$ cat src/rtl/btb_update_if.sv
// Bundle between the IF/EX pipeline stages and the BTB update unit: fetch-side
// PHT lookup, EX-side resolution inputs, and BTB write / redirect / statistics outputs.
interface btb_update_if #(
    parameter int BTB_INDEX_WIDTH = 5,
    parameter int TAG_WIDTH       = 25
);
    logic [31:0]                if_pc;
    logic [BTB_INDEX_WIDTH-1:0] if_pht_index;
    logic                       if_pred_taken;

    logic                       ex_valid;
    logic                       ex_stall;
    logic [31:0]                ex_pc;
    logic                       ex_is_branch;
    logic                       ex_is_jump;
    logic                       ex_taken;
    logic [31:0]                ex_target;
    logic                       ex_pred_taken;
    logic [31:0]                ex_pred_target;
    logic [BTB_INDEX_WIDTH-1:0] ex_pht_index;

    logic                       update_tag;
    logic [BTB_INDEX_WIDTH-1:0] update_index;
    logic [TAG_WIDTH-1:0]       update_tag_value;
    logic [31:0]                update_target;
    logic                       mispredict;
    logic [31:0]                redirect_pc;
    logic [31:0]                branch_count;
    logic [31:0]                mispredict_count;

    modport master (
        output if_pc,
        input  if_pht_index, if_pred_taken,
        output ex_valid, ex_stall, ex_pc, ex_is_branch, ex_is_jump, ex_taken,
        output ex_target, ex_pred_taken, ex_pred_target, ex_pht_index,
        input  update_tag, update_index, update_tag_value, update_target,
        input  mispredict, redirect_pc, branch_count, mispredict_count
    );

    modport slave (
        input  if_pc,
        output if_pht_index, if_pred_taken,
        input  ex_valid, ex_stall, ex_pc, ex_is_branch, ex_is_jump, ex_taken,
        input  ex_target, ex_pred_taken, ex_pred_target, ex_pht_index,
        output update_tag, update_index, update_tag_value, update_target,
        output mispredict, redirect_pc, branch_count, mispredict_count
    );
endinterface

$ cat src/rtl/btb_update_unit.sv
// EX-stage branch resolution and predictor update: gshare PHT/BHR, BTB write side,
// mispredict redirect and control-flow statistics.
module btb_update_unit #(
    parameter int BTB_INDEX_WIDTH = 5,
    parameter int TAG_WIDTH       = 25
) (
    input  logic         clk,
    input  logic         reset,
    btb_update_if.slave  bus
);
    localparam int IW    = BTB_INDEX_WIDTH;
    localparam int TW    = TAG_WIDTH;
    localparam int DEPTH = 1 << IW;

    logic [1:0]    pht [DEPTH];
    logic [IW-1:0] bhr;
    logic [31:0]   branch_count_q;
    logic [31:0]   mispredict_count_q;

    logic          cf;
    logic          cond_branch;
    logic [31:0]   pc_plus4;
    logic [31:0]   actual_next;
    logic [31:0]   pred_next;
    logic          wrong_path;
    logic [IW-1:0] fetch_index;

    // A simultaneous branch+jump flag decodes as a jump.
    assign cf          = bus.ex_valid & ~bus.ex_stall & (bus.ex_is_branch | bus.ex_is_jump);
    assign cond_branch = bus.ex_is_branch & ~bus.ex_is_jump;

    assign pc_plus4    = bus.ex_pc + 32'd4;
    assign actual_next = bus.ex_taken      ? bus.ex_target      : pc_plus4;
    assign pred_next   = bus.ex_pred_taken ? bus.ex_pred_target : pc_plus4;
    assign wrong_path  = (actual_next != pred_next);

    // The fetch lookup sees the table before this cycle's EX write lands.
    assign fetch_index       = bus.if_pc[IW+1:2] ^ bhr;
    assign bus.if_pht_index  = fetch_index;
    assign bus.if_pred_taken = pht[fetch_index][1];

    assign bus.mispredict       = cf & ~reset & wrong_path;
    assign bus.redirect_pc      = actual_next;
    assign bus.update_tag       = cf & ~reset & bus.ex_taken;
    assign bus.update_index     = bus.ex_pc[IW+1:2];
    assign bus.update_tag_value = bus.ex_pc[31:IW+2];
    assign bus.update_target    = bus.ex_target;

    assign bus.branch_count     = branch_count_q;
    assign bus.mispredict_count = mispredict_count_q;

    always_ff @(posedge clk) begin
        if (reset) begin
            for (int i = 0; i < DEPTH; i++) begin
                pht[i] <= 2'b01;
            end
            bhr                <= '0;
            branch_count_q     <= '0;
            mispredict_count_q <= '0;
        end else if (cf) begin
            if (cond_branch) begin
                if (bus.ex_taken) begin
                    if (pht[bus.ex_pht_index] != 2'b11) begin
                        pht[bus.ex_pht_index] <= pht[bus.ex_pht_index] + 2'd1;
                    end
                end else begin
                    if (pht[bus.ex_pht_index] != 2'b00) begin
                        pht[bus.ex_pht_index] <= pht[bus.ex_pht_index] - 2'd1;
                    end
                end
                bhr <= {bhr[IW-2:0], bus.ex_taken};
            end else begin
                pht[bus.ex_pht_index] <= 2'b11;
            end
            branch_count_q <= branch_count_q + 32'd1;
            if (wrong_path) begin
                mispredict_count_q <= mispredict_count_q + 32'd1;
            end
        end
    end
endmodule
$ cat src/flat_wrapper.sv
// flat-port wrapper written by rule: the top's interface ports become plain ports
module btb_update_unit_flat 
#(
    parameter int BTB_INDEX_WIDTH = 5,
    parameter int TAG_WIDTH       = 25
)
  (clk, reset, bus_if_pc, bus_if_pht_index, bus_if_pred_taken, bus_ex_valid, bus_ex_stall, bus_ex_pc, bus_ex_is_branch, bus_ex_is_jump, bus_ex_taken, bus_ex_target, bus_ex_pred_taken, bus_ex_pred_target, bus_ex_pht_index, bus_update_tag, bus_update_index, bus_update_tag_value, bus_update_target, bus_mispredict, bus_redirect_pc, bus_branch_count, bus_mispredict_count);
  btb_update_if #(.BTB_INDEX_WIDTH(BTB_INDEX_WIDTH), .TAG_WIDTH(TAG_WIDTH)) bus_i ();
  input  logic clk;
  input  logic reset;
  input wire logic [$bits(bus_i.if_pc)-1:0] bus_if_pc;
  output wire logic [$bits(bus_i.if_pht_index)-1:0] bus_if_pht_index;
  output wire logic [$bits(bus_i.if_pred_taken)-1:0] bus_if_pred_taken;
  input wire logic [$bits(bus_i.ex_valid)-1:0] bus_ex_valid;
  input wire logic [$bits(bus_i.ex_stall)-1:0] bus_ex_stall;
  input wire logic [$bits(bus_i.ex_pc)-1:0] bus_ex_pc;
  input wire logic [$bits(bus_i.ex_is_branch)-1:0] bus_ex_is_branch;
  input wire logic [$bits(bus_i.ex_is_jump)-1:0] bus_ex_is_jump;
  input wire logic [$bits(bus_i.ex_taken)-1:0] bus_ex_taken;
  input wire logic [$bits(bus_i.ex_target)-1:0] bus_ex_target;
  input wire logic [$bits(bus_i.ex_pred_taken)-1:0] bus_ex_pred_taken;
  input wire logic [$bits(bus_i.ex_pred_target)-1:0] bus_ex_pred_target;
  input wire logic [$bits(bus_i.ex_pht_index)-1:0] bus_ex_pht_index;
  output wire logic [$bits(bus_i.update_tag)-1:0] bus_update_tag;
  output wire logic [$bits(bus_i.update_index)-1:0] bus_update_index;
  output wire logic [$bits(bus_i.update_tag_value)-1:0] bus_update_tag_value;
  output wire logic [$bits(bus_i.update_target)-1:0] bus_update_target;
  output wire logic [$bits(bus_i.mispredict)-1:0] bus_mispredict;
  output wire logic [$bits(bus_i.redirect_pc)-1:0] bus_redirect_pc;
  output wire logic [$bits(bus_i.branch_count)-1:0] bus_branch_count;
  output wire logic [$bits(bus_i.mispredict_count)-1:0] bus_mispredict_count;
  assign bus_i.if_pc = bus_if_pc;
  assign bus_if_pht_index = bus_i.if_pht_index;
  assign bus_if_pred_taken = bus_i.if_pred_taken;
  assign bus_i.ex_valid = bus_ex_valid;
  assign bus_i.ex_stall = bus_ex_stall;
  assign bus_i.ex_pc = bus_ex_pc;
  assign bus_i.ex_is_branch = bus_ex_is_branch;
  assign bus_i.ex_is_jump = bus_ex_is_jump;
  assign bus_i.ex_taken = bus_ex_taken;
  assign bus_i.ex_target = bus_ex_target;
  assign bus_i.ex_pred_taken = bus_ex_pred_taken;
  assign bus_i.ex_pred_target = bus_ex_pred_target;
  assign bus_i.ex_pht_index = bus_ex_pht_index;
  assign bus_update_tag = bus_i.update_tag;
  assign bus_update_index = bus_i.update_index;
  assign bus_update_tag_value = bus_i.update_tag_value;
  assign bus_update_target = bus_i.update_target;
  assign bus_mispredict = bus_i.mispredict;
  assign bus_redirect_pc = bus_i.redirect_pc;
  assign bus_branch_count = bus_i.branch_count;
  assign bus_mispredict_count = bus_i.mispredict_count;
  btb_update_unit #(.BTB_INDEX_WIDTH(BTB_INDEX_WIDTH), .TAG_WIDTH(TAG_WIDTH)) u_core (.clk(clk), .reset(reset), .bus(bus_i));
endmodule
$ cat config.mk
export PLATFORM = sky130hd
export DESIGN_NAME = btb_update_unit_flat
export DESIGN_NICKNAME = d
export VERILOG_FILES = /design/src/rtl/btb_update_if.sv /design/src/rtl/btb_update_unit.sv /design/src/flat_wrapper.sv
export SDC_FILE = /design/constraint.sdc
export NUM_CORES = 1
export LEC_CHECK = 0
export ABC_CLOCK_PERIOD_IN_PS = 5200
export BUFFER_PORTS_ARGS = -buffer_cell sky130_fd_sc_hd__buf_2
export CAP_MARGIN = 5
export CORE_AREA = 2 2 147 149
export CTS_CLUSTER_DIAMETER = 80
export CTS_CLUSTER_SIZE = 8
export DETAILED_ROUTE_END_ITERATION = 7
export DIE_AREA = 0 0 149 151
export PLACE_DENSITY_LB_ADDON = 0.25
export SYNTH_ARGS = -nofsm -noshare
export SYNTH_HDL_FRONTEND = slang
export SYNTH_SLANG_ARGS = --single-unit
$ cat constraint.sdc
create_clock -name clk -period 5.2 [get_ports clk]
set_clock_uncertainty 0.05 [all_clocks]
set_input_delay 1.04 -clock clk [delete_from_list [all_inputs] [get_ports clk]]
set_output_delay 1.04 -clock clk [all_outputs]
set_load 0.01 [all_outputs]
# After elaboration in Yosys (flattened, before gate mapping)
# Memory sizes are Yosys's and may differ from the RTL's.
# Cells that the tools add are included.
[op_classes] bitwise=13 n_reduce_logical=4 add_sub_neg=5 mux=25 n_eq_ne=2
[op_table] cell="adder 32 x 1 -> 32 bit, second input constant" count=2
[op_table] cell="two-way mux 32 bit" count=2
[op_table] cell="adder 32 x 3 -> 32 bit, second input constant" count=1
[op_table] cell="inequality test 32 bit" count=1
[op_table] cell="two-way mux 1 bit" count=19
[op_table] cell="AND 1 bit" count=6
[op_table] cell="two-way mux 2 bit" count=3
[op_table] cell="two-way mux 5 bit" count=1
[op_table] cell="bitwise XOR 5 bit" count=1
[op_table] cell="AND reduction 2 bit" count=2
[op_table] cell="inverter 1 bit" count=3
[op_table] cell="OR 1 bit" count=3
[op_table] cell="adder 2 x 1 -> 2 bit, second input constant" count=1
[op_table] cell="inequality test 2 bit, second input constant" count=1
[op_table] cell="nonzero test 2 bit" count=1
[op_table] cell="OR reduction 2 bit" count=1
[op_table] cell="subtractor 2 x 1 -> 2 bit, second input constant" count=1
[word_totals] regBits=69 out_inout_bits=166 ram_bits=64 input_bits=141 n_memories=1
[mem_list] name="u_core.pht" depth=32 width=2 rd=2 rd_clocked_by_memory_dff=0 write_ports=32 line="btb_update_unit.sv:15" rtl="logic [1:0] pht [DEPTH];"

# Longest topological paths before layout
# Gate-level depths: netlist of run 1.
# An unclocked memory read counts as a cell.
[depth] ltp_word=12 depth_mapped=13

# Worst setup path after synthesis of run 1
# No wires, ideal clock.
[synth_timing] path_type="input port to output port" from="in bus_ex_pc[9]" to="out bus_mispredict" stages=11 required_time_ns=4.110 arrival_time_ns=3.483 slack_ns=0.627 path_cell_list="buf_2 -> nand4_2 -> buf_6 -> or4_1 -> a31oi_1 -> xnor2_1 -> o2111ai_1 -> nor4_1 -> o2111a_1 -> buf_2 -> a21boi_0"
[synth_between] elab_chain_cells=4 elab_cells_between_ends=5 cone_classes="add/sub: 1; eq/ne: 1; mux: 2; bitwise: 1"
[synth_lines] item="from (decl)" line="flat_wrapper.sv:16" rtl="input wire logic [$bits(bus_i.ex_pc)-1:0] bus_ex_pc;"
[synth_lines] item="adder 32 x 3 -> 32 bit" line="btb_update_unit.sv:32" rtl="assign pc_plus4 = bus.ex_pc + 32'd4;"
[synth_lines] item="two-way mux 32 bit" line="btb_update_unit.sv:33" rtl="assign actual_next = bus.ex_taken ? bus.ex_target : pc_plus4;"
[synth_lines] item="via bus_redirect_pc[12]" line="flat_wrapper.sv:29" rtl="output wire logic [$bits(bus_i.redirect_pc)-1:0] bus_redirect_pc;"
[synth_lines] item="inequality test 32 bit" line="btb_update_unit.sv:35" rtl="assign wrong_path = (actual_next != pred_next);"
[synth_lines] item="AND 1 bit" line="btb_update_unit.sv:42" rtl="assign bus.mispredict = cf & ~reset & wrong_path;"
[synth_lines] item="to (decl)" line="flat_wrapper.sv:28" rtl="output wire logic [$bits(bus_i.mispredict)-1:0] bus_mispredict;"
# The timed path passes the listed nets, and every way through them passes these cells.

# Worst setup path after layout of run 1
[layout_timing] from="in bus_ex_pc[3]" to="out bus_mispredict"
[layout_between] elab_chain_cells=4 elab_cells_between_ends=5 cone_classes="add/sub: 1; eq/ne: 1; mux: 2; bitwise: 1"
[layout_lines] item="adder 32 x 3 -> 32 bit (*)" line="btb_update_unit.sv:32"
[layout_lines] item="two-way mux 32 bit, on equally long branches" line="btb_update_unit.sv:33, btb_update_unit.sv:34"
[layout_lines] item="inequality test 32 bit (*)" line="btb_update_unit.sv:35"
[layout_lines] item="AND 1 bit (*)" line="btb_update_unit.sv:42"
# Mark *: on every way between the ends. The rest lies on a longest branch, timed or not.

==> flow_summary.ini, run 1 <==
[outcome]
outcome = completed

[power_and_ir_drop]
p_leak_uw = 0.005068
p_total_uw = 2874
peakVddDrop_mv = 0.2437
power.density_mw_per_mm2 = 237.2

[floorplanning]
core_region_area_mm2 = 0.02082
die-height_um = 151
die_area_mm2 = 0.02250
io_pins = 307
start_util_pct = 49.51
die_w_um = 149
rows = 53

[setup_path]
crit_buf_inv = 2
critical_path_required_ns = 4.11
path_common_cell = buf_2
crit_chain = buf_2, ha_1, nand3_2, or4_1, or3_1, xor2_1, o211ai_1, nor4_1, o2111a_1, a21boi_0, buf_2
start_kind = input pin
cp.arrival_ns = 3.86
worstPathMaxFanout = 8
cp_slowest_stage_delay_ns = 0.71
critical_path_class = in2out
slowest_stage = or4_1
worstSetupEndpointType = primary output
crit_family = simple AND/OR/NAND/NOR gates

[cts]
cts.repair.resized = 0
clock_path_buffers = 2
cts.sinks = 133
cts_root_buffer = clkbuf_16
clk_latency_ns = 0.42
hold_buffers = 0
cts_setup_buffers = 0
h-tree-depth = 4
cts_buffers = 17
path_clk_slew_ns = 0.06
cts_tree = built

[drt]
drt_iter0_drc = 632
vias = 9368
wl_um = 30750
wire_per_inst_um = 18.84
via_per_inst = 5.740
drtAntennaViolNets = 0
post-route-drc-count = 0
drtPass1Iterations = 6

[sta]
fin_ws_ns = 0.2474
hold_violations = 0
hold_ws_ns = 0.4515
final-setup-viol-count = 0
slew_violations = 0
fmaxAchievable_mhz = 201.9
tightest_slew_ns = 0.9133
fin_tns_setup_ns = 0
rsz0062_at_grt = false
slew_headroom_pct = 39.11
fin_crit_ns = 4.953
fin_crit_sh_pct = 95.24

[place]
place_area_mm2 = 0.01151
dp_hpwl_um = 23250
portBuffers = 279
place.gp.congestion = 0.9316
dp_slack_ns = 0.1604

[cells_and_area]
syn2layout_area_growth_pct = 17.49
drive_gt1_share_pct = 29.99
final_common_cell = buf_2
fillers = 1850
finalInstanceArea_mm2 = 0.01211
nets = 1488
diodes = 0
layout_common_cells = buf_2 (278), nor2_1 (127), nand2_1 (112)

[yosys]
netlist_area_mm2 = 0.01031
ys_seq_area_share_pct = 32.04
avgSynthCellArea_um2 = 9.004
synth-edff-count = 64
ys.flop_type = dfxtp_1
syn-num-nets = 1289
async_reset_ff_share_pct = 0
synthCells = 1145
ys_types = 79
yosysWarningCount = 0
synth_seq_cells = 133

[global_route]
grtUsageMet3_pct = 5.120
grt_overflow_total = 0
track_usage_pct = 27.10
grt_max_degree = 95
busiest_layer = met2
antenna_found_initial = 0
grt_pass1_wl_um = 47090
met2_usage_pct = 45.48
grt_pass1_vias = 8747
use_met1_pct = 35.15

[hold_path]
hp-class = reg2reg

[job]
maxCapViolCount = 0
==> tightest hold or removal path, delay by kind of cell, from the launching register on <==
family          cells  cell delay (ns)
flops               1             0.32
compound gates      2             0.13
==> kinds of logic (layout without fill, tap and decap cells) <==
logic type	after synthesis	in the layout	synth area share, %
simple gates	469	469	23.36
compound gates	176	176	11.44
buf+inv	147	359	8.216
flops	133	133	32.04
xor+xnor	132	132	12.56
mux	85	85	12.01
fa+ha+maj	3	3	0.3641
==> flip-flops by register name, indices dropped and copies added (netlist names) <==
name	count
u_core.pht	64
u_core.bus.branch_count	32
u_core.bus.mispredict_count	32
u_core.bhr	5
==> per-stage QoR <==
stage	util, %	cells
floorplan	-	1145
global placement	55.26	1600
detailed placement	55.26	1600
CTS	58.11	1632
global route	58.17	1632
finish	58.17	1632
==> layout make-up <==
cell class	count	area [um2]	area share [%]
multi-input combinational	865	6172	50.96
clock inverter	12	143.9	1.188
timing repair buffer	311	1639	13.53
sequential	133	3303	27.27
inverter	16	60.06	0.4958
tap	275	344.1	2.841
clock buffer	20	450.4	3.719
==> synthesized netlist by cell type, types with 4 or more instances <==
cell type  instances  share of area [%]
xnor3_1            9                2.0
nand2b_1          15               0.91
xnor2_1           61                5.2
nor4_1            11               0.67
nand2_1          112                4.1
mux2i_1            9               0.87
dfxtp_1           69                 13
o41ai_1            6               0.51
buf_2             20               0.97
a21oi_1           46                2.2
a31oi_1            9               0.55
a22oi_1           10               0.73
nand3_1           36                1.7
or3_1             14               0.85
and4_1            12                1.0
inv_1             14               0.51
nand4_1           27                1.6
edfxtp_1          64                 19
o2111ai_1          4               0.34
buf_4             68                5.0
mux4_2            26                5.7
mux2_1            29                3.2
clkbuf_1          34                1.2
nor3_1            17               0.83
o21ai_0           29                1.4
buf_1              7               0.25
nor2b_1           36                2.2
nor2_1           127                4.6
mux2_2            21                2.3
nor3b_1            5               0.36
o31ai_1            4               0.29
xor2_1            61                5.2
a21o_1            32                2.3
and3_1            17                1.0
and2_1            16               0.97
==> where the power goes <==
part	switching [uW]	internal [uW]	leakage, uW
clock network	483	735	0.000296
registers	6.96	1110	0.00111
logic	319	222	0.00366
==> path summary, 6_finish.rpt <==
kind	slack (ns)	start	depth (start not counted)	to
max	0.25	bus_ex_pc[3]	11	bus_mispredict
min	0.45	u_core.bus.branch_count[31]$_SDFFE_PP0P_	2	u_core.bus.branch_count[31]$_SDFFE_PP0P_
max reg2reg	1.82	u_core.pht[18][0]$_SDFFCE_PN1P_	10	u_core.pht[8][0]$_SDFFCE_PN1P_
min reg2reg	0.45	u_core.bus.branch_count[31]$_SDFFE_PP0P_	2	u_core.bus.branch_count[31]$_SDFFE_PP0P_
==> routing by layer <==
| metal | wire [um] | part of all wire [%] | up-vias |
|---|---|---|---|
| li1 | - | - | 4456 |
| met1 | 12660 | 41 | 4449 |
| met2 | 14800 | 48 | 409 |
| met3 | 2433 | 7.9 | 54 |
| met4 | 852 | 2.8 | 0 |
| met5 | 0 | 0 | - |
(Power assumes the default switching activity.)
==> run 2: changes to the inputs <==
Settings changed: CELL_PAD_IN_SITES_DETAIL_PLACEMENT from default to 1, CELL_PAD_IN_SITES_GLOBAL_PLACEMENT from default to 1, CORE_AREA 2 2 147 149 to 2 2 166 168, DIE_AREA 0 0 149 151 to 0 0 168 170.
==> run 2 against run 1 <==
  * Total power fell by 0.86%
  * Worst setup slack worse by 0.095 ns
  * Sequential power hardly changed
  * Via count rose by 0.20%
  * Cell count increased by 4.5%
  * Die area increased by 27%
  * Global-route usage is 2.9 points lower
  * Register-to-register slack about the same
  * Critical path depth grew 1
  * Maximum frequency fell by 1.9%
  * Worst hold slack about the same
  * Flip-flop and latch count did not move
  * Largest power group unchanged
==> flow_summary.ini, run 2 (synthesis results as in run 1) <==
[power_and_ir_drop]
peakVddDrop_mv = 0.1883
cell_internal_pwr_uw = 1979
p_sw_uw = 869.7
power.density_mw_per_mm2 = 232.8
p_sw_share_pct = 30.53
p_clk_share_pct = 41.3
p_total_uw = 2849
p_leak_uw = 0.005075
pwr-share-comb_pct = 19.6
power_frac_seq_pct = 39.1

[drt]
drtAntennaViolNets = 0
drtPass1Iterations = 5
drt_iter0_drc = 689
wl_um = 34780
post-route-drc-count = 0
via_per_inst = 5.506
vias = 9387
wire_per_inst_um = 20.40

[setup_path]
critical_path_required_ns = 4.11
path_common_cell = buf_2
worstPathMaxFanout = 8
crit_chain = buf_2, ha_1, nand3_2, or4_4, nor3_2, xnor3_1, nand4_1, a2111oi_2, buf_4, o2111a_2, a21boi_0, buf_2
cp_slowest_stage_delay_ns = 0.65
start_kind = input pin
critical_path_class = in2out
slowest_stage = or4_4
cp.arrival_ns = 3.96
r2r_cells = 11
worstSetupEndpointType = primary output
r2r_slack_ns = 1.83

[global_route]
grt_pass1_wl_um = 53880
grt_overflow_total = 0
antenna_found_initial = 2
grt_pass1_vias = 9532
grt_max_degree = 114
track_usage_pct = 24.23

[cts]
cts_root_buffer = clkbuf_16
path_clk_slew_ns = 0.07
clk_latency_ns = 0.42
cts_tree = built
h-tree-depth = 4
clock_path_buffers = 2
cts_buffers = 17
cts.sinks = 133

[cells_and_area]
syn2layout_area_growth_pct = 18.69
largest_register = u_core.pht
finalInstanceArea_mm2 = 0.01224
layout_common_cells = buf_2 (278), nor2_1 (127), nand2_1 (112)
nets = 1493
utilization_pct = 45.92
drive_gt1_share_pct = 30.40
largest_reg_flops = 64
final_common_cell = buf_2
fillers = 3187

[hold_path]
hp-class = reg2reg
hold_depth = 2

[floorplanning]
die_w_um = 168
die-height_um = 170
io_pins = 307
rows = 60
core_region_area_mm2 = 0.02665
start_util_pct = 38.69
die_area_mm2 = 0.02856

[place]
dp_hpwl_um = 26350
portBuffers = 279
place.gp.congestion = 0.8614
place_area_mm2 = 0.01165
dp_slack_ns = -0.004077

[sta]
hold_violations = 0
slew_violations = 0
tightest_slew_ns = 1.152
slew_headroom_pct = 23.19
final-setup-viol-count = 0
fmaxAchievable_mhz = 198.1
rsz0062_at_grt = false
fin_ws_ns = 0.1524
fin_crit_sh_pct = 97.07
fin_crit_ns = 5.048

[outcome]
outcome = completed

[job]
maxCapViolCount = 0
-- run 2: area by class of cell --
class	count	area (um2)	area share [%]
Antenna cell	2	5.005	0.04090
Sequential cell	133	3303	26.99
Timing Repair Buffer	316	1702	13.91
Tap cell	341	426.7	3.487
Inverter	16	60.06	0.4908
Multi-Input combinational cell	865	6170	50.42
Clock buffer	18	439.2	3.589
Clock inverter	14	131.4	1.074
-- run 2: repair_timing --
action,in CTS,in global routing
hold buffers,0,0
setup endpoints to repair,1,1
buffers inserted,0,0
gates resized for setup,1,2
hold endpoints to repair,0,0
-- run 2: power groups by stage --
stage | combinational, uW | clock, uW | sequential, uW
2_1_floorplan | 351 | 0 | 1130
3_3_place_gp | 547 | 0 | 1140
3_5_place_dp | 554 | 0 | 1140
4_1_cts | 557 | 1200 | 1110
5_1_grt | 603 | 1240 | 1110
6_report | 557 | 1180 | 1110
-- run 2: path summary, 6_finish.rpt --
check	start	endpoint
setup / recovery	bus_ex_pc[3]	bus_mispredict
hold / removal	u_core.bus.branch_count[31]$_SDFFE_PP0P_	u_core.bus.branch_count[31]$_SDFFE_PP0P_
setup reg to reg	u_core.pht[19][0]$_SDFFCE_PN1P_	u_core.pht[12][1]$_SDFFCE_PN0P_
hold reg to reg	u_core.bus.branch_count[31]$_SDFFE_PP0P_	u_core.bus.branch_count[31]$_SDFFE_PP0P_
-- run 2: routing by layer --
layer / wire length [um] / GRT usage [%] / share of wire, %
met1: 14920 / 30.57 / 43
met2: 17080 / 42.18 / 49
met3: 1905 / 4.209 / 5.5
met4: 878 / 7.826 / 2.5
met5: 0 / 0 / 0
-- run 2: through the flow --
step                std cells  setup TNS [ns]  hold WS, ns
finish                   1705               0       0.4513
global route             1705               0       0.4921
CTS                      1703               0       0.4598
detailed placement       1671       -0.004077       0.4505
global placement         1671               0       0.4248
floorplan                1145               0       0.4307
-- run 2: critical path, delay by kind of cell --
family | cells | cell delay, ns
simple gates | 4 | 1.26
compound gates | 3 | 0.74
buf+inv | 3 | 0.48
fa+ha+maj | 1 | 0.23
xor+xnor | 1 | 0.19
